`src/rtl/mips_pkg.sv`:
```
// rtl/mips_pkg.sv - ALU control codes, alu_op encodings and funct values shared by ID/EX users
package mips_pkg;

  localparam logic [3:0] ALU_AND = 4'b0000;
  localparam logic [3:0] ALU_OR  = 4'b0001;
  localparam logic [3:0] ALU_ADD = 4'b0010;
  localparam logic [3:0] ALU_SUB = 4'b0110;
  localparam logic [3:0] ALU_SLT = 4'b0111;
  localparam logic [3:0] ALU_NOR = 4'b1100;

  localparam logic [1:0] OP_ADD   = 2'b00;
  localparam logic [1:0] OP_SUB   = 2'b01;
  localparam logic [1:0] OP_RTYPE = 2'b10;
  localparam logic [1:0] OP_OR    = 2'b11;

  localparam logic [5:0] FN_ADD = 6'h20;
  localparam logic [5:0] FN_SUB = 6'h22;
  localparam logic [5:0] FN_AND = 6'h24;
  localparam logic [5:0] FN_OR  = 6'h25;
  localparam logic [5:0] FN_NOR = 6'h27;
  localparam logic [5:0] FN_SLT = 6'h2A;

endpackage

```
`src/rtl/alu_ctrl_dec.sv`:
```
// rtl/alu_ctrl_dec.sv - combinational alu_op/funct to 4-bit ALU control decode
module alu_ctrl_dec
  import mips_pkg::*;
(
  input  logic [1:0] alu_op_i,
  input  logic [5:0] funct_i,
  output logic [3:0] alu_ctrl_o
);

  always_comb begin
    alu_ctrl_o = ALU_ADD;
    unique case (alu_op_i)
      OP_ADD: alu_ctrl_o = ALU_ADD;
      OP_SUB: alu_ctrl_o = ALU_SUB;
      OP_OR:  alu_ctrl_o = ALU_OR;
      OP_RTYPE: begin
        // Unknown funct values fall back to add so a bad encoding stays harmless
        case (funct_i)
          FN_ADD:  alu_ctrl_o = ALU_ADD;
          FN_SUB:  alu_ctrl_o = ALU_SUB;
          FN_AND:  alu_ctrl_o = ALU_AND;
          FN_OR:   alu_ctrl_o = ALU_OR;
          FN_NOR:  alu_ctrl_o = ALU_NOR;
          FN_SLT:  alu_ctrl_o = ALU_SLT;
          default: alu_ctrl_o = ALU_ADD;
        endcase
      end
      default: alu_ctrl_o = ALU_ADD;
    endcase
  end

endmodule

```
`src/rtl/id_ex_stage.sv`:
```
// rtl/id_ex_stage.sv - ID/EX pipeline register with ALU decode, operand forwarding and load-use stall
module id_ex_stage
  import mips_pkg::*;
#(
  parameter int DATA_W = 32,
  parameter int REG_AW = 5
) (
  input  logic              clk,
  input  logic              rst_n,
  input  logic [DATA_W-1:0] id_rs_data,
  input  logic [DATA_W-1:0] id_rt_data,
  input  logic [DATA_W-1:0] id_imm,
  input  logic [REG_AW-1:0] id_rs,
  input  logic [REG_AW-1:0] id_rt,
  input  logic [REG_AW-1:0] id_rd,
  input  logic [1:0]        id_alu_op,
  input  logic [5:0]        id_funct,
  input  logic              id_alu_src,
  input  logic              id_reg_dst,
  input  logic              id_reg_write,
  input  logic              id_mem_read,
  input  logic              id_mem_write,
  input  logic              id_mem_to_reg,
  input  logic              flush,
  input  logic              exm_reg_write,
  input  logic [REG_AW-1:0] exm_rd,
  input  logic [DATA_W-1:0] exm_result,
  input  logic              wb_reg_write,
  input  logic [REG_AW-1:0] wb_rd,
  input  logic [DATA_W-1:0] wb_data,
  output logic              stall,
  output logic [DATA_W-1:0] alu_in1,
  output logic [DATA_W-1:0] alu_in2,
  output logic [3:0]        alu_ctrl,
  output logic [DATA_W-1:0] ex_store_data,
  output logic [REG_AW-1:0] ex_dest,
  output logic              ex_reg_write,
  output logic              ex_mem_read,
  output logic              ex_mem_write,
  output logic              ex_mem_to_reg
);

  logic [DATA_W-1:0] rs_data_q, rs_data_d, rt_data_q, rt_data_d, imm_q, imm_d;
  logic [REG_AW-1:0] rs_q, rs_d, rt_q, rt_d, dest_q, dest_d;
  logic [3:0]        alu_ctrl_q, alu_ctrl_d, dec_ctrl;
  logic              alu_src_q, alu_src_d;
  logic              reg_write_q, reg_write_d, mem_read_q, mem_read_d;
  logic              mem_write_q, mem_write_d, mem_to_reg_q, mem_to_reg_d;
  logic              id_uses_rt, bubble;
  logic [DATA_W-1:0] fwd_rs, fwd_rt;

  alu_ctrl_dec u_alu_ctrl_dec (
    .alu_op_i   (id_alu_op),
    .funct_i    (id_funct),
    .alu_ctrl_o (dec_ctrl)
  );

  // Immediate-form instructions only read rt when it is store data
  assign id_uses_rt = ~id_alu_src | id_mem_write;
  assign stall = mem_read_q & (dest_q != '0)
               & ((dest_q == id_rs) | ((dest_q == id_rt) & id_uses_rt)) & ~flush;
  assign bubble = stall | flush;

  always_comb begin
    rs_data_d = id_rs_data;
    rt_data_d = id_rt_data;
    if (wb_reg_write && (wb_rd != '0) && (wb_rd == id_rs)) rs_data_d = wb_data;
    if (wb_reg_write && (wb_rd != '0) && (wb_rd == id_rt)) rt_data_d = wb_data;
    imm_d        = id_imm;
    rs_d         = id_rs;
    rt_d         = id_rt;
    dest_d       = id_reg_dst ? id_rd : id_rt;
    alu_src_d    = id_alu_src;
    alu_ctrl_d   = bubble ? ALU_ADD : dec_ctrl;
    reg_write_d  = id_reg_write  & ~bubble;
    mem_read_d   = id_mem_read   & ~bubble;
    mem_write_d  = id_mem_write  & ~bubble;
    mem_to_reg_d = id_mem_to_reg & ~bubble;
  end

  always_ff @(posedge clk or negedge rst_n) begin
    if (!rst_n) begin
      rs_data_q    <= '0;
      rt_data_q    <= '0;
      imm_q        <= '0;
      rs_q         <= '0;
      rt_q         <= '0;
      dest_q       <= '0;
      alu_src_q    <= 1'b0;
      alu_ctrl_q   <= ALU_ADD;
      reg_write_q  <= 1'b0;
      mem_read_q   <= 1'b0;
      mem_write_q  <= 1'b0;
      mem_to_reg_q <= 1'b0;
    end else begin
      rs_data_q    <= rs_data_d;
      rt_data_q    <= rt_data_d;
      imm_q        <= imm_d;
      rs_q         <= rs_d;
      rt_q         <= rt_d;
      dest_q       <= dest_d;
      alu_src_q    <= alu_src_d;
      alu_ctrl_q   <= alu_ctrl_d;
      reg_write_q  <= reg_write_d;
      mem_read_q   <= mem_read_d;
      mem_write_q  <= mem_write_d;
      mem_to_reg_q <= mem_to_reg_d;
    end
  end

  // EX/MEM result is newer than MEM/WB, so it wins when both match
  always_comb begin
    fwd_rs = rs_data_q;
    if (exm_reg_write && (exm_rd != '0) && (exm_rd == rs_q))    fwd_rs = exm_result;
    else if (wb_reg_write && (wb_rd != '0) && (wb_rd == rs_q))  fwd_rs = wb_data;
    fwd_rt = rt_data_q;
    if (exm_reg_write && (exm_rd != '0) && (exm_rd == rt_q))    fwd_rt = exm_result;
    else if (wb_reg_write && (wb_rd != '0) && (wb_rd == rt_q))  fwd_rt = wb_data;
  end

  assign alu_in1       = fwd_rs;
  assign alu_in2       = alu_src_q ? imm_q : fwd_rt;
  assign ex_store_data = fwd_rt;
  assign alu_ctrl      = alu_ctrl_q;
  assign ex_dest       = dest_q;
  assign ex_reg_write  = reg_write_q;
  assign ex_mem_read   = mem_read_q;
  assign ex_mem_write  = mem_write_q;
  assign ex_mem_to_reg = mem_to_reg_q;

endmodule

```
`config.mk`:
```
export PLATFORM = sky130hd
export DESIGN_NAME = id_ex_stage
export DESIGN_NICKNAME = d
export VERILOG_FILES = /design/src/rtl/mips_pkg.sv /design/src/rtl/alu_ctrl_dec.sv /design/src/rtl/id_ex_stage.sv
export SDC_FILE = /design/constraint.sdc
export NUM_CORES = 1
export LEC_CHECK = 0
export CAP_MARGIN = 20
export CORE_MARGIN = 5
export CORE_UTILIZATION = 25
export CTS_BUF_LIST = sky130_fd_sc_hd__clkbuf_4
export CTS_CLUSTER_DIAMETER = 100
export DETAILED_ROUTE_END_ITERATION = 8
export PLACE_DENSITY = 0.58
export SLEW_MARGIN = 20
export SYNTH_ARGS = -nofsm -noshare
export SYNTH_HDL_FRONTEND = slang
export SYNTH_SLANG_ARGS = --single-unit
```
`constraint.sdc`:
```
create_clock -name clk -period 3.55 [get_ports clk]
set_input_delay 0.71 -clock clk [delete_from_list [all_inputs] [get_ports clk]]
set_output_delay 0.71 -clock clk [all_outputs]
set_load 0.005 [all_outputs]
```
; Yosys cells after proc, flatten, opt, wreduce, memory -nomap -nowiden
; Index checks and enable logic that the tools add are counted.
[totals]
memories = 0
out_inout_bits = 110
ramBits = 0
rom_bits = 0
in_bits = 204
elab_cells = 65
latch_bits = 0
regBits = 120
[classes]
eq_ne = 16
muxes = 11
n_lt_le_gt_ge = 0
shifts = 0
multipliers = 0
reduce_logical = 12
bitwise_logic = 14
n_addsub = 0
div_mod_pow = 0
[op_table]
columns = operator, n
row1 = two-way mux 32 bit, 7
row2 = == test 5 bit, 8
row3 = "== test 6 bit, second input constant", 5
row4 = one-hot mux 4 bit (5 select lines), 1
row5 = one-hot mux 4 bit (4 select lines), 1
row6 = nonzero test 5 bit, 3
row7 = bitwise AND 1 bit, 8
row8 = logical AND 1 bit, 8
row9 = two-way mux 5 bit, 1
row10 = "== test 2 bit, second input constant", 2
row11 = two-way mux 4 bit, 1
row12 = inverter 1 bit, 3
row13 = bitwise OR 1 bit, 3
row14 = "== test 2 x 1 -> 1 bit, second input constant", 1
row15 = logical NOT 2 bit, 1

; Longest topological paths before layout
[depth]
ltp_word = 9
mapped_depth = 8

; By module
; From an unflattened synthesis, not the netlist that was laid out.
[hier_totals]
cells_unflattened = 653
hier_area_um2 = 6708.9
[by_module_without_submodules]
columns = mod, area_each_um2, n_inst, cells_each
row1 = id_ex_stage, 6593.8, 1, 639
row2 = alu_ctrl_dec, 115.1, 1, 14

; Worst setup path before layout
; OpenSTA, ideal clock, no wires.
[synth_path]
path_kind = input-to-output
start = input port wb_rd[2]
end = output port alu_in2[10]
stages = 7
path_slack_ps = 553
arrival_time_ps = 2287
n_path_buf = 2
cell_sequence = buf_2 or4_4 o211a_1 buf_2 nand3_1 a31oi_2 mux2_2
[synth_between]
elab_chain_cells = 6
[synth_lines]
columns = element, line_no
row1 = start: declaration, id_ex_stage.sv:29  ; input logic [REG_AW-1:0] wb_rd,
row2 = nonzero test 5 bit, id_ex_stage.sv:118  ; else if (wb_reg_write && (wb_rd != '0) && (wb_rd == rt_q)) fwd_rt = wb_data;
row3 = logical AND 1 bit, id_ex_stage.sv:118
row4 = logical AND 1 bit (*), id_ex_stage.sv:118
row5 = two-way mux 32 bit (*), id_ex_stage.sv:118
row6 = two-way mux 32 bit (*), id_ex_stage.sv:117  ; if (exm_reg_write && (exm_rd != '0) && (exm_rd == rt_q)) fwd_rt = exm_result;
row7 = named net ex_store_data[10], id_ex_stage.sv:35  ; output logic [DATA_W-1:0] ex_store_data,
row8 = two-way mux 32 bit (*), id_ex_stage.sv:122  ; assign alu_in2 = alu_src_q ? imm_q : fwd_rt;
row9 = end: declaration, id_ex_stage.sv:33  ; output logic [DATA_W-1:0] alu_in2,
; The timed path passes the listed nets; every way through them passes the cells marked *.

; Final worst setup path
[layout_path]
start = input port wb_rd[2]
end = output port alu_in1[8]
[layout_between]
elab_chain_cells = 5
[layout_lines]
columns = element, line_no
row1 = nonzero test 5 bit, id_ex_stage.sv:115  ; else if (wb_reg_write && (wb_rd != '0) && (wb_rd == rs_q)) fwd_rs = wb_data;
row2 = logical AND 1 bit, id_ex_stage.sv:115
row3 = logical AND 1 bit (*), id_ex_stage.sv:115
row4 = two-way mux 32 bit (*), id_ex_stage.sv:115
row5 = two-way mux 32 bit (*), id_ex_stage.sv:114  ; if (exm_reg_write && (exm_rd != '0) && (exm_rd == rs_q)) fwd_rs = exm_result;
row6 = end: declaration, id_ex_stage.sv:32  ; output logic [DATA_W-1:0] alu_in1,
; Mark *: on every way between the ends. The rest lies on a longest branch, timed or not.

==> flow_summary.toml <==
[outcome]
status = "complete, no violations"

[place]
place.gp.congestion = 0.814
post-dp-hpwl_mm = 20.4
portBuffers = 313
post-place-cells = 1281

[timing]
max_slew_margin = 0.395
final-max-slew-violation-count = 0
worstMarginPinSlew_ns = 0.901
setup-violations-final = 0
min_cycle_time_layout_ns = 3.52
finClkSkew_ns = 0.0148
setup_total_negative_slack_ns = 0
report.final.hold_viol_count = 0
grt_setup_unrepaired = "yes"
final_period_utilization = 0.993
timing.fmax_mhz = 284

[cts]
clkSinkCount = 120
htreeDepth = 4
insertion_delay_ns = 0.53
cts_tree = "done"
number_of_buffers_added_by_the_clock_tree_synthesis_step = 17
root_buffer = "clkbuf_4"
cts-root-to-sink-buffers = 2
clkTransAtPathRegs_ns = 0.13

[yosys]
synthesis.area_per_instance_um2 = 10.3
ys_warnings = 0
netlist_instances = 622
synth_cell_types = 43
count_of_flip_flops_with_a_built_in_enable_after_synthesis = 0
ys_seq_area_frac = 0.468
flip_flop_cell_with_the_highest_count_after_synthesis = "dfrtp_1"
postSynth.asyncResetShare = 1.00
synth.cell_area_um2 = 6420
syn-num-nets = 826
synth.ff_latch_count = 120

[route]
detail-route-antenna-nets = 0
via_density = 4.81
firstDrtPassIters = 4
wl_per_cell_um = 21.7
num_vias = 6571
wirelength_mm = 29.6
remaining_drc_errors = 0
initialDrtViolationCount = 308

[power]
pwr-share-comb = 0.285
p_switching_mw = 1.08
sequentialPowerShare = 0.400
ir_drop_v = 0.000181
power_density_nw_per_um2 = 314
power_internal_mw = 2.63
clockPowerShare = 0.316
p_leak_nw = 4.83
netSwitchingFraction = 0.292

[global_route]
grt_pass1_vias = 7156
grt_max_degree = 67
groute.usage.overall = 0.198
grt_overflow = 0
antenna_violations_before_repair = 4
grt_pass1_wl_mm = 43.3

[die]
initial_utilization = 0.254
die_y_um = 170
top_level_ports = 314
core_region_area_um2 = 25300
rows = 58
die-area_um2 = 29000
die-width_um = 170

[worst_setup_path]
cp-start-kind = "input port"
cp_data_required_time_ns = 2.84
crit_arrival_ns = 2.81
end_kind = "output port"
timing.critical_path.fanout_max = 14
worst-setup-path-type = "input port to output port"

[run]
maxcap_viol_count = 0

[finish]
finalNetCount = 1226
drive_above_1_share = 0.354
reg_top3 = "imm_q: 32 flops, rs_data_q: 32 flops, rt_data_q: 32 flops"
layoutNonFillerInstCount = 1367
area_growth_from_synthesis_to_layout_pct = 84.4

[min_path]
holdCritPathClass = "input port to async pin"
-- through the flow --
step	power (mW)	cell area (µm²)	worst slack (ns)	utilization	hold WS, ns
finish	3.71	11800	0.0257	0.469	0.177
global route	3.90	11800	-0.0551	0.469	0.159
CTS	3.74	11600	-0.0273	0.460	0.150
detailed placement	2.48	10400	-0.577	0.413	0.743
global placement	2.47	10400	-0.562	0.413	0.696
floorplan	1.80	6420	0.553	-	0.414
-- cells in the mapped netlist (2+ instances only) --
cell type,instances,area share
dfrtp_1,119,0.46
mux2_2,97,0.17
nand2_1,66,0.039
a31oi_1,55,0.054
nand3_1,38,0.030
nor2_1,33,0.019
nor3_1,33,0.026
o21ai_1,31,0.024
xnor2_1,27,0.037
clkbuf_1,23,0.013
buf_2,19,0.015
xor2_1,13,0.018
a31oi_2,10,0.019
o21ai_0,6,0.0047
and2_1,4,0.0039
and3_1,4,0.0039
buf_1,4,0.0023
mux2_1,4,0.0070
buf_4,3,0.0035
nand2b_1,3,0.0029
nand4_1,3,0.0029
buf_6,2,0.0035
nor2b_1,2,0.0019
nor4_2,2,0.0039
o211ai_2,2,0.0039
or4_4,2,0.0035
-- power groups by stage --
| stage | sequential, mW | clock, mW | combinational [mW] |
|---|---|---|---|
| 2_1_floorplan | 1.49 | 0 | 0.306 |
| 3_3_place_gp | 1.50 | 0 | 0.969 |
| 3_5_place_dp | 1.51 | 0 | 0.975 |
| 4_1_cts | 1.48 | 1.22 | 1.04 |
| 5_1_grt | 1.49 | 1.27 | 1.13 |
| 6_report | 1.48 | 1.17 | 1.06 |
-- critical path, stage by stage --
cell,delay (ns)
clkdlybuf4s15_2,0.21
or4_4,0.56
buf_4,0.16
o21a_1,0.21
and3_2,0.23
buf_12,0.16
buf_4,0.14
nand2_1,0.07
a31oi_1,0.08
dlygate4sd2_1,0.27
-- kinds of logic (layout without fill, tap and decap cells) --
family                    after synthesis  after routing  share of synthesized area
xor gates and xnor gates               40             40                     0.0545
and+or+nand+nor                       200            200                      0.151
buffers and inverters                  52            465                     0.0382
AOI/OAI and AO/OA                     109            109                      0.112
other                                   0              2                          0
DFF                                   120            120                      0.468
muxes                                 101            101                      0.177
-- cell type report --
cell class,instances,area [µm²]
inverter,1,3.75
multi-input combinational,450,3790
clock buffer,17,128
antenna,2,5.00
sequential,120,3010
tap,330,413
timing repair buffer,432,4300
clock inverter,15,200
fill,2438,13400
-- worst paths after layout --
kind,slack [ns],from,end,cells past startpoint
min reg2reg,0.74,ex_mem_read,alu_ctrl[1],2
max,0.03,wb_rd[2],alu_in1[8],10
min,0.18,rst_n,alu_ctrl[2],1
min in group clk,0.60,id_imm[29],imm_q[29],1
max in group asynchronous,2.60,rst_n,rs_data_q[24],2
max reg2reg,1.76,ex_dest[0],alu_ctrl[2],5
-- per-layer routing --
metal,vias to the layer above,global-route usage,part of all wire
met5,-,0,0.0010
met4,4,0.0503,0.014
met3,22,0.0625,0.087
met2,263,0.357,0.51
met1,3240,0.229,0.38
li1,3042,-,-
-- cells in the final DEF (no fill, tap or decap), drive strengths merged, types with 2 or more instances in the layout --
master         Yosys  layout
a31oi             65      65
and2               4       4
and3               4       4
buf               28     133
bufinv             0       4
clkbuf            23      38
clkdlybuf4s15      0      20
clkdlybuf4s50      0     206
clkinv             0       6
clkinvlp           0       3
dfrtp            119     119
diode              0       2
dlygate4sd2        0      50
inv                1       3
mux2             101     101
nand2             66      66
nand2b             3       3
nand3             38      38
nand4              3       3
nor2              33      33
nor2b              2       2
nor3              33      33
nor4               3       3
o211ai             2       2
o21ai             37      37
or4                3       3
xnor2             27      27
xor2              13      13
-- repair_timing --
item / CTS / global route
setup endpoints to repair: 96 / 48
pin swaps: 16 / 24
hold buffers: 0 / 0
gates cloned: 7 / 0
resized for setup: 267 / 92
hold endpoints to repair: 0 / 0
buffers inserted: 45 / 9
No activity file was read; power rests on OpenSTA's default activity.
==> variant 1 (same settings) <==
`DATA_W`: 32 -> 40.
--- a/src/rtl/id_ex_stage.sv
+++ b/src/rtl/id_ex_stage.sv
@@ -3,5 +3,5 @@
   import mips_pkg::*;
 #(
-  parameter int DATA_W = 32,
+  parameter int DATA_W = 40,
   parameter int REG_AW = 5
 ) (
Interface: changed (8 resized); port bits go from 314 to 378. No check against the original RTL was run, so the function may have changed too.
==> variant 1 against the unedited design <==
Cell area up 19%. Die area up 23%. Count of clock-buffer cells in the layout up 1. Core utilization down 2.1 points. Largest cell class unchanged. Power up 9.5%. Sequential cell count up 24. Critical endpoint is now alu_in2[36]. Wire length up 23%. Synthesized area up 24%. Setup slack worse by 0.00052 ns.
==> variant 1: results (changes against the unedited design) <==
CTS
  – Max H-tree Level: 4 (unchanged)
  – Clock Tree Buf Depth: 2 (unchanged)
  – Clk Latency, worst-skew pair: 0.59 ns (was 0.53 ns)
  – Clk slew on worst S/H paths: 0.13 ns (about the same)
  – Clock root buffer: clkbuf_4 (unchanged)
  – Num CTS Buffers: 17 (unchanged)

Detailed routing
  – DR pass1 iterations: 5 (was 4)
  – Routed WL: 36500 um (was 29600 um)
  – Vias: 7868 (was 6571)
  – 1st-iter DRT viols: 495 (was 308)
  – WL/cell: 22.0 um (was 21.7 um)

STA
  – Final Setup Violations: 0 (unchanged)
  – Worst-Margin Slew: 0.593 ns (was 0.901 ns)
  – Clk_skew: 0.0155 ns (was 0.0148 ns)

GRT
  – Largest net degree at the start of global routing: 66 (was 67)
  – First-pass GRT wire length: 54200 um (was 43300 um)
  – Vias in the first global route: 8393 (was 7156)
  – Initial antenna violation count: 6 (was 4)
  – Total GRT Usage: 20.2% (was 19.8%)

Run status
  – Status: completed (unchanged)

Placed design
  – Placed inst area: 12700 um2 (was 10400 um2)
  – RePlAce Congestion: 0.877 (was 0.814)
  – Placed insts: 1568 (was 1281)
  – Port Buffers: 377 (was 313)
  – DP Wirelength: 24500 um (was 20400 um)

Synthesis
  – Synth Warn #: 0 (unchanged)
  – Netlist cell types: 40 (was 43)
  – Synth area leaders: dfrtp_1 45%, mux2_2 12%, a221oi_2 7.5% (was dfrtp_1 46%, mux2_2 17%, a31oi_1 5.4%)
  – Seq/Total Area, Yosys: 45.3% (was 46.8%)
  – Post-Syn Nets: 1026 (was 826)
  – Asr flop ratio synth: 100% (unchanged)
  – Synth Flop Type: dfrtp_1 (unchanged)
  – Top cells by count, synth: 143 x dfrtp_1, 85 x mux2_2, 82 x nand2_1, 82 x nor2_1, 44 x nor3_1 (was 119 x dfrtp_1, 97 x mux2_2, 66 x nand2_1)
  – Synthesized area per cell: 10.2 um2 (was 10.3 um2)

Final layout
  – Largest regs: imm_q: 40 flops, rs_data_q: 40 flops, rt_data_q: 40 flops (was imm_q: 32 flops, rs_data_q: 32 flops, rt_data_q: 32 flops)
  – Fin nets: 1483 (was 1226)
  – Layout cells sized above 1: 33.9% (was 35.4%)

Critical path
  – CP peak stage delay: 0.54 ns (was 0.56 ns)
  – Critical path arrival: 2.81 ns (about the same)
  – Top Family by Delay on Critical Path: buffers and inverters (unchanged)
  – CP max stage cell: or4_4 (unchanged)
  – Crit-path max FO: 5 (was 14)

Job
  – Max-Cap Viols: 0 (unchanged)

Hold path
  – Worst hold path type: primary input to asynchronous set/reset pin (unchanged)

Power
  – Leak: 5.99 nW (was 4.83 nW)
  – Worst IR Drop VDD: 0.161 mV (was 0.181 mV)
## variant 1: final timing paths
path	startpoint	slack, ns	to	cells after the start
max	wb_rd[0]	0.03	alu_in2[36]	11
min	rst_n	0.07	imm_q[17]$_DFF_PN0_	1
max reg2reg	ex_dest[1]$_DFF_PN0_	1.86	alu_ctrl[2]$_DFF_PN0_	5
min reg2reg	ex_mem_read$_DFF_PN0_	0.75	alu_ctrl[1]$_DFF_PN1_	2
max in group asynchronous	rst_n	2.63	alu_ctrl[1]$_DFF_PN1_	2
min in group clk	id_imm[10]	0.54	imm_q[10]$_DFF_PN0_	1
## variant 1: cell families (layout without fill, tap and decap cells)
| family | after synthesis | in the layout | share of synthesized area [%] |
|---|---|---|---|
| other cells | 0 | 1 | 0 |
| flops | 144 | 144 | 45.3 |
| xor+xnor | 40 | 40 | 4.40 |
| mux | 125 | 125 | 17.0 |
| compound gates | 131 | 131 | 14.1 |
| buf+inv | 101 | 571 | 5.81 |
| simple gates | 241 | 241 | 13.4 |
## variant 1: layer usage
layer	global-route usage [%]	share of wire [%]	vias up
met4	5.86	2.5	10
met1	25.4	42	3809
met3	6.21	7.4	54
met2	33.6	48	317
li1	-	-	3678
met5	0	0.21	-
## variant 1: metrics by stage
stage,util [%],setup WS (ns)
6_report,44.8,0.0252
5_1_grt,44.8,-0.0786
4_1_cts,45.0,-0.0141
3_5_place_dp,40.5,-0.584
3_3_place_gp,40.5,-0.548
2_1_floorplan,-,0.624
## variant 1: power by group
group	internal [mW]	leakage, nW	switching, mW
registers	1.73	1.69	0.0556
clock network	0.495	0.161	0.674
logic	0.649	4.14	0.459
## variant 1: area by class of cell
class                           count  area (um2)
Antenna cell                        1        2.50
Clock buffer                       18         135
Clock inverter                     14         168
Fill cell                        2955       17400
Inverter                           41         154
Multi-Input combinational cell    537        4470
Sequential cell                   144        3610
Tap cell                          402         503
Timing Repair Buffer              498        5050
## variant 1: what timing repair did
action                     4_1_cts  5_1_grt
buffers inserted                36        6
pin swaps                       15       20
gates cloned                    17        0
resized for setup              454       52
setup endpoints to repair      120       92
==> variant 2 (same flow settings) <==
Made on the original files. Take the reset off `rs_data_q`, `rt_data_q`, `imm_q`, `rs_q` and `rt_q` and load them in a clocked block of their own.
--- a/src/rtl/id_ex_stage.sv
+++ b/src/rtl/id_ex_stage.sv
@@ -81,9 +81,4 @@
   always_ff @(posedge clk or negedge rst_n) begin
     if (!rst_n) begin
-      rs_data_q    <= '0;
-      rt_data_q    <= '0;
-      imm_q        <= '0;
-      rs_q         <= '0;
-      rt_q         <= '0;
       dest_q       <= '0;
       alu_src_q    <= 1'b0;
@@ -94,9 +89,4 @@
       mem_to_reg_q <= 1'b0;
     end else begin
-      rs_data_q    <= rs_data_d;
-      rt_data_q    <= rt_data_d;
-      imm_q        <= imm_d;
-      rs_q         <= rs_d;
-      rt_q         <= rt_d;
       dest_q       <= dest_d;
       alu_src_q    <= alu_src_d;
@@ -107,4 +97,12 @@
       mem_to_reg_q <= mem_to_reg_d;
     end
+  end
+
+  always_ff @(posedge clk) begin
+    rs_data_q <= rs_data_d;
+    rt_data_q <= rt_data_d;
+    imm_q     <= imm_d;
+    rs_q      <= rs_d;
+    rt_q      <= rt_d;
   end
 
Formal check against the unedited RTL: not equivalent (Yosys sat finds a counterexample within 4 cycles, from zero or initial values and one cycle with rst_n low).
==> variant 2 against the unedited design <==
Setup slack got worse by 0.14 ns. Sequential cell count unchanged. Cell area down 2.7%. Power down 3.9%. Synthesized area shrank 8.3%. Via count fell by 4.8%. Core utilization increased by 2.5 points. Sequential share of layout area fell by 3.8 points. Synthesized cell count did not move. The run now ends with setup timing left. Critical endpoint is now ex_store_data[20]. Largest cell class unchanged. Wire length decreased by 7.4%.
==> variant 2: results (changes against the unedited design) <==
Run status
  – Status: complete, but fails checks (was completed)
  – Failing checks: setup timing

Critical path
  – Reg2reg setup slack: 1.89 ns (was 1.76 ns)
  – CP max stage cell: or4b_4 (was or4_4)
  – Crit-path max FO: 7 (was 14)
  – CP peak stage delay: 0.68 ns (was 0.56 ns)
  – Critical path arrival: 2.96 ns (was 2.81 ns)

Detailed routing
  – Met1 WL: 11000 um (was 11400 um)
  – 1st-iter DRT viols: 247 (was 308)
  – Routed WL: 27400 um (was 29600 um)
  – Vias per inst: 4.61 (was 4.81)

Power
  – Sw frac: 29.9% (was 29.2%)
  – Worst IR Drop VDD: 0.145 mV (was 0.181 mV)

STA
  – Final Setup Violations: 6 (was 0)
  – Slew margin rel.: 47.9% (was 39.5%)
  – Hold slack final: 0.547 ns (was 0.177 ns)
  – Post-route worst setup slack: -0.118 ns (was 0.0257 ns)

Placed design
  – RePlAce Congestion: 0.814 (about the same)
  – Placed insts: 1276 (was 1281)
  – DP Wirelength: 19000 um (was 20400 um)

GRT
  – First-pass GRT wire length: 39600 um (was 43300 um)
  – Met2 usage: 35.6% (was 35.7%)
  – Met1 usage: 23.2% (was 22.9%)

Final layout
  – Fin nets: 1227 (was 1226)

CTS
  – Setup bufs post-CTS: 26 (was 45)
  – Post-CTS Resized: 214 (was 267)

Synthesis
  – Synthesized area per cell: 9.47 um2 (was 10.3 um2)
==> variant 2: changes by cell type in the layout (fill, tap and decap cells not counted), moves of 4 or more <==
cell	before	now
dfxtp_1	0	103
o21ai_1	15	9
clkdlybuf4s15_1	16	12
buf_6	15	23
buf_4	74	65
a31oi_2	21	15
buf_8	0	5
dfrtp_1	118	12
o21ai_4	5	10
buf_2	14	3
a31oi_1	26	33
dlymetal6s2s_1	1	14
==> variant 2: final cells by class <==
| class | instances | area share, % |
|---|---|---|
| Multi-Input combinational cell | 451 | 33.6 |
| Sequential cell | 120 | 21.6 |
| Tap cell | 319 | 3.46 |
| Clock buffer | 17 | 1.11 |
| Timing Repair Buffer | 432 | 38.8 |
| Clock inverter | 15 | 1.33 |
| Antenna cell | 3 | 0.0652 |
| Inverter | 1 | 0.0326 |
==> variant 2: logic make-up after synthesis <==
logic type / count (synthesis) / synth area share [%]
AOI/OAI and AO/OA: 109 / 12.2
and+or+nand+nor: 200 / 16.4
muxes: 101 / 19.3
buffers and inverters: 52 / 4.16
xor gates and xnor gates: 40 / 5.95
DFF: 120 / 42.0
==> variant 2: worst register-to-register path, delay by kind of cell (launching register included) <==
family,cells,cell delay [ns]
flops,1,0.46
xor+xnor,1,0.15
compound gates,3,0.87
simple gates,1,0.10
==> variant 2: stage by stage <==
step / setup TNS [ns] / instance area (um2) / setup WS [ns] / power, mW
after floorplan: 0 / 5890 / 0.553 / 1.79
after global placement: -36.21 / 9930 / -0.479 / 2.42
after detailed placement: -37.54 / 9930 / -0.533 / 2.43
after CTS: -1.88 / 11200 / -0.255 / 3.56
after global routing: -1.04 / 11500 / -0.218 / 3.75
final: -0.253 / 11500 / -0.118 / 3.57
